<file path="config.mk">
export PLATFORM = sky130hd
export DESIGN_NAME = pio_irq_ctrl
export DESIGN_NICKNAME = d
export VERILOG_FILES = /design/src/rtl/pio_pkg.sv /design/src/rtl/pio_irq_out.sv /design/src/rtl/pio_irq_ctrl.sv
export SDC_FILE = /design/constraint.sdc
export NUM_CORES = 1
export LEC_CHECK = 0
export ABC_AREA = 1
export CAP_MARGIN = 10
export CORE_UTILIZATION = 50
export DETAILED_ROUTE_END_ITERATION = 8
export PLACE_DENSITY = 0.95
export REMOVE_ABC_BUFFERS = 1
export SYNTH_ARGS = -nofsm -noshare
export SYNTH_HDL_FRONTEND = slang
export SYNTH_SLANG_ARGS = --single-unit
</file>
<file path="constraint.sdc">
create_clock -name clk -period 2.75 [get_ports clk]
set_input_delay 0.4125 -clock clk [delete_from_list [all_inputs] [get_ports clk]]
set_output_delay 0.4125 -clock clk [all_outputs]
set_load 0.03 [all_outputs]
</file>
<file path="src/rtl/pio_pkg.sv">
// Shared PIO constants: IRQ controller register addresses and per-output register offsets.
package pio_pkg;

  localparam logic [4:0] PIO_IRQ_ADDR_IRQ        = 5'h00;
  localparam logic [4:0] PIO_IRQ_ADDR_FORCE      = 5'h01;
  localparam logic [4:0] PIO_IRQ_ADDR_INTR       = 5'h02;
  localparam logic [4:0] PIO_IRQ_ADDR_OUT_BASE   = 5'h04;
  localparam logic [4:0] PIO_IRQ_ADDR_OUT_STRIDE = 5'h04;

  localparam logic [1:0] PIO_IRQ_OFF_INTE = 2'd0;
  localparam logic [1:0] PIO_IRQ_OFF_INTF = 2'd1;
  localparam logic [1:0] PIO_IRQ_OFF_INTS = 2'd2;

  // Output index for an address in the per-output window; only meaningful at or above OUT_BASE.
  function automatic logic [2:0] pio_irq_out_index(input logic [4:0] addr);
    logic [4:0] rel;
    rel = (addr - PIO_IRQ_ADDR_OUT_BASE) / PIO_IRQ_ADDR_OUT_STRIDE;
    return rel[2:0];
  endfunction

endpackage

</file>
<file path="src/rtl/pio_irq_out.sv">
// One interrupt output: INTE/INTF registers, INTS = (raw & inte) | intf, irq = |INTS.
// PIO_IRQ_REG_OUT_EN selects a registered irq; otherwise irq is combinational.
module pio_irq_out #(
  parameter int RAW_W = 12
) (
  input  logic             clk,
  input  logic             reset_n,
  input  logic [RAW_W-1:0] raw,
  input  logic             wr_inte,
  input  logic             wr_intf,
  input  logic [RAW_W-1:0] wdata,
  output logic [RAW_W-1:0] inte,
  output logic [RAW_W-1:0] intf,
  output logic [RAW_W-1:0] ints,
  output logic             irq
);

  always_ff @(posedge clk or negedge reset_n) begin
    if (!reset_n) begin
      inte <= '0;
      intf <= '0;
    end else begin
      if (wr_inte) inte <= wdata;
      if (wr_intf) intf <= wdata;
    end
  end

  assign ints = (raw & inte) | intf;

`ifdef PIO_IRQ_REG_OUT_EN
  logic irq_q;

  always_ff @(posedge clk or negedge reset_n) begin
    if (!reset_n) irq_q <= 1'b0;
    else          irq_q <= |ints;
  end

  assign irq = irq_q;
`else
  assign irq = |ints;
`endif

endmodule

</file>
<file path="src/rtl/pio_irq_ctrl.sv">
// PIO IRQ flag register, raw interrupt sources, host register port and NUM_IRQ_OUTS outputs.
// Optional macro PIO_IRQ_REG_OUT_EN registers the irq outputs (see pio_irq_out).
module pio_irq_ctrl
  import pio_pkg::*;
#(
  parameter int NUM_MACHINES = 4,
  parameter int NUM_FLAGS    = 8,
  parameter int NUM_EXPORT   = 4,
  parameter int NUM_IRQ_OUTS = 2
) (
  input  logic                           clk,
  input  logic                           reset_n,
  input  logic [NUM_MACHINES*NUM_FLAGS-1:0] sm_set,
  input  logic [NUM_MACHINES*NUM_FLAGS-1:0] sm_clr,
  input  logic [NUM_MACHINES-1:0]        tx_full,
  input  logic [NUM_MACHINES-1:0]        rx_empty,
  output logic [NUM_FLAGS-1:0]           flags,
  output logic [NUM_FLAGS-1:0]           flags_prev,
  input  logic                           reg_wr,
  input  logic                           reg_rd,
  input  logic [4:0]                     reg_addr,
  input  logic [31:0]                    reg_wdata,
  output logic [31:0]                    reg_rdata,
  output logic                           reg_rvalid,
  output logic [NUM_IRQ_OUTS-1:0]        irq
);

  localparam int         RAW_W = NUM_EXPORT + 2*NUM_MACHINES;
  localparam logic [2:0] NOUT  = 3'(NUM_IRQ_OUTS);

  if (RAW_W > 32) begin : g_raw_w_check
    $error("pio_irq_ctrl: RAW_W = NUM_EXPORT + 2*NUM_MACHINES must not exceed 32");
  end
  if (NUM_EXPORT > NUM_FLAGS) begin : g_export_check
    $error("pio_irq_ctrl: NUM_EXPORT must not exceed NUM_FLAGS");
  end

  logic [NUM_FLAGS-1:0] host_clr, host_force, any_set, any_clr;
  logic [RAW_W-1:0]     raw;
  logic [2:0]           out_idx;
  logic                 out_hit, wr_irq, wr_force;
  logic [31:0]          rd_val;
  logic                 unused_wdata;

  logic [RAW_W-1:0] inte_a [NUM_IRQ_OUTS];
  logic [RAW_W-1:0] intf_a [NUM_IRQ_OUTS];
  logic [RAW_W-1:0] ints_a [NUM_IRQ_OUTS];

  always_comb begin
    any_set = host_force;
    any_clr = host_clr;
    for (int m = 0; m < NUM_MACHINES; m++) begin
      any_set = any_set | sm_set[m*NUM_FLAGS +: NUM_FLAGS];
      any_clr = any_clr | sm_clr[m*NUM_FLAGS +: NUM_FLAGS];
    end
  end

  assign raw          = {flags[NUM_EXPORT-1:0], tx_full, rx_empty};
  assign wr_irq       = reg_wr && (reg_addr == PIO_IRQ_ADDR_IRQ);
  assign wr_force     = reg_wr && (reg_addr == PIO_IRQ_ADDR_FORCE);
  assign out_idx      = pio_irq_out_index(reg_addr);
  assign out_hit      = (reg_addr >= PIO_IRQ_ADDR_OUT_BASE) && (out_idx < NOUT);
  assign unused_wdata = ^reg_wdata;

  // Set only acts on a clear flag and clear only on a set flag, so set+clear toggles.
  always_ff @(posedge clk or negedge reset_n) begin
    if (!reset_n) begin
      flags      <= '0;
      flags_prev <= '0;
      host_clr   <= '0;
      host_force <= '0;
    end else begin
      flags      <= (~flags & any_set) | (flags & ~any_clr);
      flags_prev <= flags;
      host_clr   <= wr_irq   ? reg_wdata[NUM_FLAGS-1:0] : '0;
      host_force <= wr_force ? reg_wdata[NUM_FLAGS-1:0] : '0;
    end
  end

  for (genvar k = 0; k < NUM_IRQ_OUTS; k++) begin : g_out
    logic hit_k;
    assign hit_k = reg_wr && out_hit && (out_idx == 3'(k));

    pio_irq_out #(.RAW_W(RAW_W)) u_out (
      .clk     (clk),
      .reset_n (reset_n),
      .raw     (raw),
      .wr_inte (hit_k && (reg_addr[1:0] == PIO_IRQ_OFF_INTE)),
      .wr_intf (hit_k && (reg_addr[1:0] == PIO_IRQ_OFF_INTF)),
      .wdata   (reg_wdata[RAW_W-1:0]),
      .inte    (inte_a[k]),
      .intf    (intf_a[k]),
      .ints    (ints_a[k]),
      .irq     (irq[k])
    );
  end

  // Read mux samples register state before any same-cycle write lands.
  always_comb begin
    rd_val = '0;
    if (reg_addr == PIO_IRQ_ADDR_IRQ) begin
      rd_val[NUM_FLAGS-1:0] = flags;
    end else if (reg_addr == PIO_IRQ_ADDR_INTR) begin
      rd_val[RAW_W-1:0] = raw;
    end else if (out_hit) begin
      for (int k = 0; k < NUM_IRQ_OUTS; k++) begin
        if (out_idx == 3'(k)) begin
          case (reg_addr[1:0])
            PIO_IRQ_OFF_INTE: rd_val[RAW_W-1:0] = inte_a[k];
            PIO_IRQ_OFF_INTF: rd_val[RAW_W-1:0] = intf_a[k];
            PIO_IRQ_OFF_INTS: rd_val[RAW_W-1:0] = ints_a[k];
            default:          rd_val = '0;
          endcase
        end
      end
    end
  end

  always_ff @(posedge clk or negedge reset_n) begin
    if (!reset_n) begin
      reg_rdata  <= '0;
      reg_rvalid <= 1'b0;
    end else begin
      reg_rvalid <= reg_rd;
      if (reg_rd) reg_rdata <= rd_val;
    end
  end

endmodule

</file>
==> impl_metrics.toml <==
[status]
outcome = "completed"

[sta]
fin_crit_sh_pct = 98.5
finalSetupViolations = 0
worst_pin_slew_ns = 0.715
setup_tns_ns = 0
slew_viol_final = 0
maxSlewHeadroom_pct = 52.3
hold_viol = 0
period_minus_slack_ns = 2.71
max_freq_ghz = 0.369
fin_skew_ns = 0.00821
rsz0062_at_grt = "no"

[setup_path]
critPathCaptureType = "primary output"
worst_r2r_path_depth = 7
worstPathRequired_ns = 2.34
cp.buffers_inverters = 2
cp_slowest_cell = "clkdlybuf4s50_1"
startpoint_type = "primary input"
r2r-start = "flags[1]$_DFF_PN0_"
rr_endpoint = "reg_rdata[9]$_DFFE_PN0P_"
cpPeakStageDelay_ns = 0.64
crit_fanout = 3
path_cells = "clkdlybuf4s50_1 -> nand2_1 -> nand2_1 -> nor4_1 -> nand3_1 -> clkdlybuf4s50_1"
reg2reg_slack_ns = 1.37
arrival_ns = 2.30
criticalPathCategory = "primary input to primary output"
crit_family = "buffers and inverters"

[yosys]
synthCells = 663
yosysWarningCount = 0
synth_top_area_share_pct = 46.5
synthTopCellsByArea = "dfrtp_1 (47%), nand2_1 (17%), nor2_1 (5.9%)"
synthArstFlopShare_pct = 100
syn_area_per_cell_um2 = 7.54
synthesis.area_um2 = 5000
ys_seq_elements = 93
ys_types = 25
synth-edff-count = 0
synth_most_common_cell = "nand2_1"
ys_seq_area_share_pct = 46.5
ys.flop_type = "dfrtp_1"
ys_top_cells_by_count = "nand2_1 (228), dfrtp_1 (93), nor2_1 (78)"
synth_top_area_cell = "dfrtp_1"

[cts]
numCtsBuffers = 9
clock_sinks = 93
clockRootBuffer = "clkbuf_8"
clk_path_buf_depth = 2
clkSlewWorstSetupHoldPaths_ns = 0.08
tritoncts = "yes"
h-tree-depth = 3
hold_buffers = 0
cts_resized = 0
post_cts_buffers = 0
insertion_delay_ns = 0.37

[placed_design]
place_congestion = 0.878
portBuffers = 123
dp_hpwl_mm = 9.15
dp_cells = 908

[die]
die_area_um2 = 10400
die_y_um = 102
initial_core_util_pct = 51.4
rows = 36
die_x_um = 102
core-area_um2 = 9730
ios = 164

[worst_hold_path]
hold_class = "primary input to async pin"

[pwr]
power_density_nw_per_um2 = 570
leakagePower_uw = 0.00314
vdd_drop_max_mv = 0.486

[layout]
fin_nets = 903
diodes = 0
instances_no_fill = 924
layout-drive-gt1-share_pct = 5.56
seq_area_um2 = 2330
area_growth_pct = 29.5
fin_util_pct = 66.6
multiInputGateArea_um2 = 2200
final.fill_count = 803

[grt]
grt_usage_pct = 26.8
grt_max_degree = 49
grt_pass1_wl_mm = 21.3
overflow = 0
grt_pass1_vias = 4691
antenna_found_initial = 0

[detailed_routing]
drt-initial-drc-count = 469
post_drt_wl_per_cell_um = 13.9
vias_per_cell = 5.14
ant_nets = 0
drcViolationCount = 0
routed_wirelength_mm = 12.9
dr_total_vias = 4748
first_pass_iters = 5

[job]
drv_cap = 0
==> flip-flops by register name, indices dropped and copies added, names as in the netlist <==
| register | cells |
|---|---|
| g_out.u_out.inte | 24 |
| flags_prev | 8 |
| reg_rdata | 12 |
| reg_rvalid | 1 |
| flags | 8 |
| host_clr | 8 |
| host_force | 8 |
| g_out.u_out.intf | 24 |
==> cell usage in the layout, fill, tap and decap left out, drive strengths merged <==
| cell | instances |
|---|---|
| nand2 | 228 |
| clkdlybuf4s50 | 122 |
| dfrtp | 93 |
| nor2 | 83 |
| o21ai | 58 |
| inv | 57 |
| nand3 | 38 |
| a21oi | 21 |
| conb | 20 |
| buf | 15 |
| nor4 | 13 |
| clkbuf | 13 |
| nor3 | 9 |
| a22oi | 8 |
| a21o | 4 |
| ha | 4 |
| nand4 | 1 |
| and3 | 1 |
| bufinv | 1 |
| clkinvlp | 1 |
| clkinv | 1 |
==> metrics by stage <==
| stage | worst slack [ns] | power, uW | hold WS [ns] | area, um2 |
|---|---|---|---|---|
| floorplan | 0.729 | 2220 | 0.117 | 4740 |
| global placement | 0.114 | 2700 | 0.439 | 6270 |
| detailed placement | 0.113 | 2730 | 0.441 | 6270 |
| CTS | 0.103 | 3690 | 0.0515 | 6480 |
| global route | 0.00670 | 3870 | 0.0730 | 6480 |
| finish | 0.0411 | 3690 | 0.0326 | 6480 |
==> cell families (layout without fill, tap and decap cells) <==
logic type      count (synthesis)  after routing  share of synthesized area [%]
other cells                     1             20                         0.0750
buf+inv                       101            210                           10.9
simple gates                  373            373                           31.8
compound gates                 91             91                           9.70
flops                          93             93                           46.5
fa+ha+maj                       4              4                           1.00
==> report_power, final <==
| group | internal, uW | switching, uW |
|---|---|---|
| Sequential | 1530 | 144 |
| Combinational | 449 | 596 |
| Clock | 494 | 481 |
| Total | 2470 | 1220 |
==> how the worst max path moves through the flow <==
stage	cells past startpoint	end	slack, ns	from
floorplan	9	g_out[1].u_out.inte[0]$_DFFE_PN0P_	0.73	reg_addr[3]
global placement	6	irq[0]	0.11	rx_empty[3]
detailed placement	6	irq[0]	0.11	rx_empty[3]
CTS	6	irq[0]	0.10	rx_empty[3]
global route	4	irq[0]	0.007	flags[1]$_DFF_PN0_
finish	6	irq[0]	0.04	rx_empty[3]
==> area by class of cell <==
type | count | area share, %
well taps | 133 | 2.57
clock buffers | 13 | 2.61
repair buffers | 137 | 21.0
multi-input cells | 488 | 34.0
inverters | 57 | 3.30
flip-flops and latches | 93 | 35.9
clock inverters | 3 | 0.657
==> per-layer routing <==
metal | track usage (%) | wire, um
met1 | 32.9 | 5090
met2 | 45.4 | 6290
met5 | 0 | 0
met4 | 10.2 | 316
met3 | 6.84 | 1170
Note: power is estimated with default switching activity, not from simulation.
